===== config.mk =====
export PLATFORM = sky130hd
export DESIGN_NAME = mem_port_arbiter
export DESIGN_NICKNAME = d
export VERILOG_FILES = /design/src/rtl/mem_port_arbiter.sv
export SDC_FILE = /design/constraint.sdc
export NUM_CORES = 1
export LEC_CHECK = 0
export ABC_CLOCK_PERIOD_IN_PS = 5900
export BUFFER_PORTS_ARGS = -buffer_cell sky130_fd_sc_hd__clkbuf_2
export CELL_PAD_IN_SITES_DETAIL_PLACEMENT = 0
export CELL_PAD_IN_SITES_GLOBAL_PLACEMENT = 2
export CORE_MARGIN = 8
export CORE_UTILIZATION = 28
export DETAILED_ROUTE_END_ITERATION = 8
export GPL_TIMING_DRIVEN = 0
export HOLD_SLACK_MARGIN = 0.12
export MAX_ROUTING_LAYER = met4
export PLACE_DENSITY = 0.85
export SLEW_MARGIN = 20
export SYNTH_ARGS = -nofsm -noshare
export SYNTH_HDL_FRONTEND = slang
export SYNTH_SLANG_ARGS = --single-unit

===== constraint.sdc =====
create_clock -name CLK -period 5.9 [get_ports CLK]
set_input_delay 1.77 -clock CLK [delete_from_list [all_inputs] [get_ports CLK]]
set_output_delay 1.77 -clock CLK [all_outputs]
set_load 0.005 [all_outputs]

===== src/rtl/mem_port_arbiter.sv =====
// Unified memory-port arbiter for the pipelined OTTER: one registered bus
// transaction at a time, data before fetch, with load extension, misalignment, timeout and flush.
module mem_port_arbiter #(
    parameter int TIMEOUT = 255
) (
    input  logic        CLK,
    input  logic        RST_N,
    input  logic        IReq,
    input  logic [31:0] IAddr,
    input  logic        IFlush,
    output logic [31:0] IRdata,
    output logic        IValid,
    output logic        IErr,
    output logic        IStall,
    input  logic        DReq,
    input  logic        DWe,
    input  logic [31:0] DAddr,
    input  logic [31:0] DWdata,
    input  logic [1:0]  DSize,
    input  logic        DSign,
    output logic [31:0] DRdata,
    output logic        DValid,
    output logic        DErr,
    output logic        DStall,
    output logic        BusReq,
    output logic        BusWe,
    output logic [31:0] BusAddr,
    output logic [31:0] BusWdata,
    output logic [1:0]  BusSize,
    input  logic        BusAck,
    input  logic [31:0] BusRdata
);
    typedef enum logic [1:0] {IDLE, D_WAIT, I_WAIT, I_DRAIN} state_t;

    state_t      state, state_nxt;
    logic [7:0]  cnt;
    logic        d_sign;
    logic        d_go, i_go, d_mis, i_mis;
    logic        d_issue, d_fault, i_issue, i_fault;
    logic        tmo, ended, d_done, i_done;
    logic [31:0] load_ext;

    assign IStall = IReq & ~IValid;
    assign DStall = DReq & ~DValid;

    always_ff @(posedge CLK) begin
        if (!RST_N) state <= IDLE;
        else        state <= state_nxt;
    end

    always_comb begin
        state_nxt = state;
        case (state)
            IDLE:    if (d_issue)      state_nxt = D_WAIT;
                     else if (i_issue) state_nxt = I_WAIT;
            D_WAIT:  if (ended)        state_nxt = IDLE;
            I_WAIT:  if (ended)        state_nxt = IDLE;
                     else if (IFlush)  state_nxt = I_DRAIN;
            I_DRAIN: if (ended)        state_nxt = IDLE;
            default:                   state_nxt = IDLE;
        endcase
    end

    // A completion pulse still on the outputs means the requester has not yet
    // dropped that request, so nothing may issue in that cycle.
    always_comb begin
        d_mis   = (DSize == 2'd1 && DAddr[0]) || (DSize == 2'd2 && DAddr[1:0] != 2'd0)
                  || DSize == 2'd3;
        i_mis   = IAddr[1:0] != 2'd0;
        d_go    = state == IDLE && !IValid && !DValid && DReq;
        i_go    = state == IDLE && !IValid && !DValid && !DReq && IReq && !IFlush;
        d_issue = d_go && !d_mis;
        d_fault = d_go && d_mis;
        i_issue = i_go && !i_mis;
        i_fault = i_go && i_mis;
        tmo     = state != IDLE && !BusAck && cnt == 8'(TIMEOUT - 1);
        ended   = state != IDLE && (BusAck || tmo);
        d_done  = state == D_WAIT && ended;
        i_done  = state == I_WAIT && ended && !IFlush;
    end

    always_comb begin
        case (BusSize)
            2'd0:    load_ext = d_sign ? {24'd0, BusRdata[7:0]}
                                       : {{24{BusRdata[7]}}, BusRdata[7:0]};
            2'd1:    load_ext = d_sign ? {16'd0, BusRdata[15:0]}
                                       : {{16{BusRdata[15]}}, BusRdata[15:0]};
            default: load_ext = BusRdata;
        endcase
    end

    always_ff @(posedge CLK) begin
        if (!RST_N) begin
            BusReq   <= 1'b0;
            BusWe    <= 1'b0;
            BusAddr  <= '0;
            BusWdata <= '0;
            BusSize  <= 2'd0;
            d_sign   <= 1'b0;
            cnt      <= '0;
            IValid   <= 1'b0;
            IErr     <= 1'b0;
            IRdata   <= '0;
            DValid   <= 1'b0;
            DErr     <= 1'b0;
            DRdata   <= '0;
        end else begin
            if (d_issue) begin
                BusReq   <= 1'b1;
                BusWe    <= DWe;
                BusAddr  <= DAddr;
                BusWdata <= DWdata;
                BusSize  <= DSize;
                d_sign   <= DSign;
                cnt      <= '0;
            end else if (i_issue) begin
                BusReq   <= 1'b1;
                BusWe    <= 1'b0;
                BusAddr  <= IAddr;
                BusWdata <= '0;
                BusSize  <= 2'd2;
                cnt      <= '0;
            end else if (ended) begin
                BusReq   <= 1'b0;
            end else if (state != IDLE) begin
                cnt      <= cnt + 8'd1;
            end

            DValid <= d_fault || d_done;
            DErr   <= d_fault || (d_done && !BusAck);
            if (d_fault || d_done)
                DRdata <= (d_done && BusAck && !BusWe) ? load_ext : 32'd0;

            IValid <= i_fault || i_done;
            IErr   <= i_fault || (i_done && !BusAck);
            if (i_fault || i_done)
                IRdata <= (i_done && BusAck) ? BusRdata : 32'd0;
        end
    end
endmodule

; ---- Word level (Yosys, flattened, before mapping)
; Cells that the tools add are included.
[word_totals]
elab_cells = 102
output_inout_bits = 138
input_bits = 138
register_bits = 147
[classes]
reduce_logical = 49
n_addsub = 1
n_eq_ne = 11
n_mux = 21
bitwise_logic = 6
[ops]
columns = operator, n
row1 = $mux W32, 8
row2 = $pmux W32 S2, 1
row3 = $logic_and A1 B1 Y1, 23
row4 = $mux W2, 6
row5 = $add A8 B1 Y8 const B, 1
row6 = $eq A2 B2 Y1 const B, 4
row7 = $eq A8 B8 Y1 const B, 1
row8 = $logic_not A1 Y1, 8
row9 = $reduce_bool A2 Y1, 4
row10 = $logic_or A1 B1 Y1, 7
row11 = $eq A2 B1 Y1 const B, 3
row12 = $ne A3 B3 Y1 const B, 2
row13 = $pmux W2 S3, 1
row14 = $mux W1, 5
row15 = $logic_not A2 Y1, 2
row16 = $not A1 Y1, 4
row17 = $reduce_and A3 Y1, 1
row18 = $reduce_bool A3 Y1, 1
row19 = $reduce_or A3 Y1, 1
row20 = $and A1 B1 Y1, 2
row21 = $ne A2 B1 Y1 const B, 1
row22 = $reduce_and A2 Y1, 1
row23 = $reduce_or A2 Y1, 1

; ---- Longest topological paths before layout
[logic_depth]
word_depth = 10
mapped_depth = 8
mapped_depth_nobuf = 6

; ---- Worst setup path after synthesis
; OpenSTA, ideal clock, no wires.
[synth_timing]
path_kind = input port to output port
start = in DReq
end = out DStall
stages = 1
required_ns = 4.130
setup_slack_ns = 2.229
arrival_time_ns = 1.901
path_buffers = 0
path_cell_list = nor2b_1
[synth_between]
elab_chain_cells = 1
[synth_rtl]
columns = element, line_no
row1 = "start, declared", 15  ; input logic DReq,
row2 = $and A1 B1 Y1, 44  ; assign DStall = DReq & ~DValid;
row3 = "end, declared", 24  ; output logic DStall,
; Every way passes these cells.

; ---- Worst setup path after layout
; Same ends and word-level chain as after synthesis.

==> impl_results.md <==
* Post-CTS Setup Bufs at 0
* Largest net degree at the start of global routing at 17
* First-pass GRT wire length at 31100 um
* Status: finished, final reports clean
* PD cells at 307 nW/um2
* Count of input and output buffers at 274
* RSZ-0062 raised after global routing: false
* Comb power frac at 11.0%
* Required @ worst endpoint at 4130 ps
* PostCTS Resize Cnt at 0
* Dpl ws at 1680 ps
* Final period utilization at 66.7%
* Synth area leaders: dfxtp_1 53%, a32o_1 6.5%, mux2i_1 5.8%
* Hold Buf Count CTS at 0
* Main synth FF type: dfxtp_1
* Yosys warns at 0
* Cell Rows at 51
* Die ar. at 24500 um2
* N_diodes at 0
* Max_cap viols at 0
* Core Area at 19400 um2
* GRT Total Usage at 16.9%
* Commonest cells post-synth: 147 x dfxtp_1, 45 x nand2_1, 45 x o22ai_1
* DRC viols at 0
* Grt ovf at 0
* Die X at 157 um
* Fraction of layout cells with a size suffix above 1 at 39.5%
* Int Pwr at 1.75 mW
* Skew-Pair Late Insertion Delay at 430 ps
* Met2 GRT Util at 27.1%
* Hpwl dp at 16000 um
* Sequential area share after synthesis at 53.2%
* Flop pwr share at 43.8%
* VDD IR max at 185 uV
* Met3 Usage GRT at 5.30%
* Final WL at 20400 um
* TNS Setup at 0 ps
* GPL Wtd Cong at 0.775
* Avg Synthesized Cell Area at 10.4 um2
* Post-Synthesis Net Count at 673
* CTS clock-pin slew for the worst setup and hold paths at 70 ps
* Root Driver: clkbuf_16
* Netlist Area Pre-Place at 5530 um2
* Die span in y at 157 um
* Slew @ Worst Pin at 749 ps
* CTS tree: built
* Clock Path Buffers at 2
* Post-synthesis cell count at 533
* Setup CP Type: in2out
* Number of global-route vias before repair at 5577
* Biggest area consumer among synthesized cells: dfxtp_1
* Asr flop ratio synth at 0%
* Min-delay worst type: reg2reg
* Register area at 2940 um2
* Worst reg-to-reg setup slack at 3410 ps
* Layout Skew at 11.5 ps
* Data arrival, critical path at 2170 ps
* Initial antenna violation count at 0
* TritonCTS buffer count at 17
* Area taken by multi-input logic gates at 2370 um2
* Clock power frac at 45.2%
* Grt peak-use layer: met2
* Crit-path max FO at 5
* Startpoint types: primary input
* Vias at 5358
* Critical path endpoint category: primary output
* DR iter-0 viols at 251
* Routing usage on met1 at 20.3%
* Top-count cell post-synth: dfxtp_1
* Minimum clock period after layout at 3940 ps
* Static Leakage at 3.66 nW
* Netlist cell types at 49
* Net switching fraction of the power at 27.1%
* Sink Count at 147
* Seq cells post-synth at 147
* Routed length per placed instance at 18.5 um
* EDFF count, synth at 0
* IO Count at 276
* DRT Pass-1 Iters at 5
* Layout fillers at 2037
* Setup violations, final at 0
* Max_slew headroom at 49.9%
* Area growth syn-to-layout at 41.4%
* CTS H-Tree Depth at 4
* Fmax achieved at 0.254 GHz
* Worst setup margin at 1960 ps
* Via density at 4.85
* Yosys top cell area share at 53.2%
* Routed Antenna Nets at 0
* NetSw at 0.651 mW
* Fin. max-slew vios at 0
* Hold Violations, Final at 0
* Initial core utilization at 28.5%
* Nets@finish at 966
## power by group through the flow
stage	Sequential [mW]	Clock (mW)	Combinational, mW
2_1_floorplan	1.07	0	0.127
3_3_place_gp	1.07	0	0.268
3_5_place_dp	1.07	0	0.268
4_1_cts	1.05	1.11	0.269
5_1_grt	1.05	1.15	0.293
6_report	1.05	1.08	0.265
## cell usage in the layout, fill, tap and decap left out, drive strengths merged, types with 2 or more instances in the layout
cell type / n
clkbuf: 320
dfxtp: 147
nand2: 45
o22ai: 45
a32o: 36
mux2i: 32
a22o: 25
nand3: 19
nor2b: 18
buf: 18
o2bb2ai: 16
o21ai: 15
a21oi: 13
inv: 13
nor2: 10
a21o: 8
nor3: 7
or3: 6
a211oi: 5
o21a: 4
o211ai: 3
and3: 3
nand4: 2
o21bai: 2
ha: 2
clkinvlp: 2
clkinv: 2
o211a: 2
or2: 2
or4b: 2
## critical path, cell delays in order
cell	delay, ps
clkbuf_2	130
nor2b_1	140
clkbuf_2	120
## through the flow
step | cells | util [%] | power, mW | hold slack [ps] | area, um2
floorplan | 533 | - | 1.20 | 451 | 5530
global placement | 1072 | 37.3 | 1.34 | 434 | 7230
detailed placement | 1072 | 37.3 | 1.34 | 439 | 7230
CTS | 1104 | 40.3 | 2.43 | 456 | 7810
global route | 1104 | 40.3 | 2.50 | 467 | 7820
finish | 1104 | 40.3 | 2.40 | 455 | 7820
## worst paths after layout
path,from,end,cells past startpoint
worst max-delay path,DReq,DStall,3
worst min-delay path,DRdata[12]$_SDFFE_PN0P_,DRdata[12]$_SDFFE_PN0P_,1
worst max register to register,state[1]$_SDFFE_PN0P_,IRdata[24]$_SDFFE_PN0P_,6
worst min register to register,DRdata[12]$_SDFFE_PN0P_,DRdata[12]$_SDFFE_PN0P_,1
## sequential cells by signal (all words and copies together) (netlist names)
register	cells
BusAddr	32
BusReq	1
BusSize	2
BusWdata	32
BusWe	1
DErr	1
DRdata	32
DValid	1
IErr	1
IRdata	32
IValid	1
cnt	8
d_sign	1
state	2
## cell families (layout without fill, tap and decap cells)
family	count (synthesis)	after routing	synth area share [%]
compound gates	179	179	24.9
xor+xnor	2	2	0.317
fa+ha+maj	2	2	0.453
buf+inv	50	356	4.05
flops	147	147	53.2
mux	32	32	5.79
simple gates	121	121	11.2
## per-layer routing
layer / wire (um) / share of wire, %
met2: 9560 / 47
met5: 0 / 0
met4: 252 / 1.2
met1: 8990 / 44
met3: 1640 / 8.0
## area by class of cell
cell class,instances,area share (%)
flip-flops and latches,147,37.6
multi-input cells,336,30.3
repair buffers,274,17.5
clock buffers,17,5.44
well taps,265,4.24
plain buffers,47,2.72
clock inverters,15,2.02
inverters,3,0.144
No activity file was read; power rests on OpenSTA's default activity.
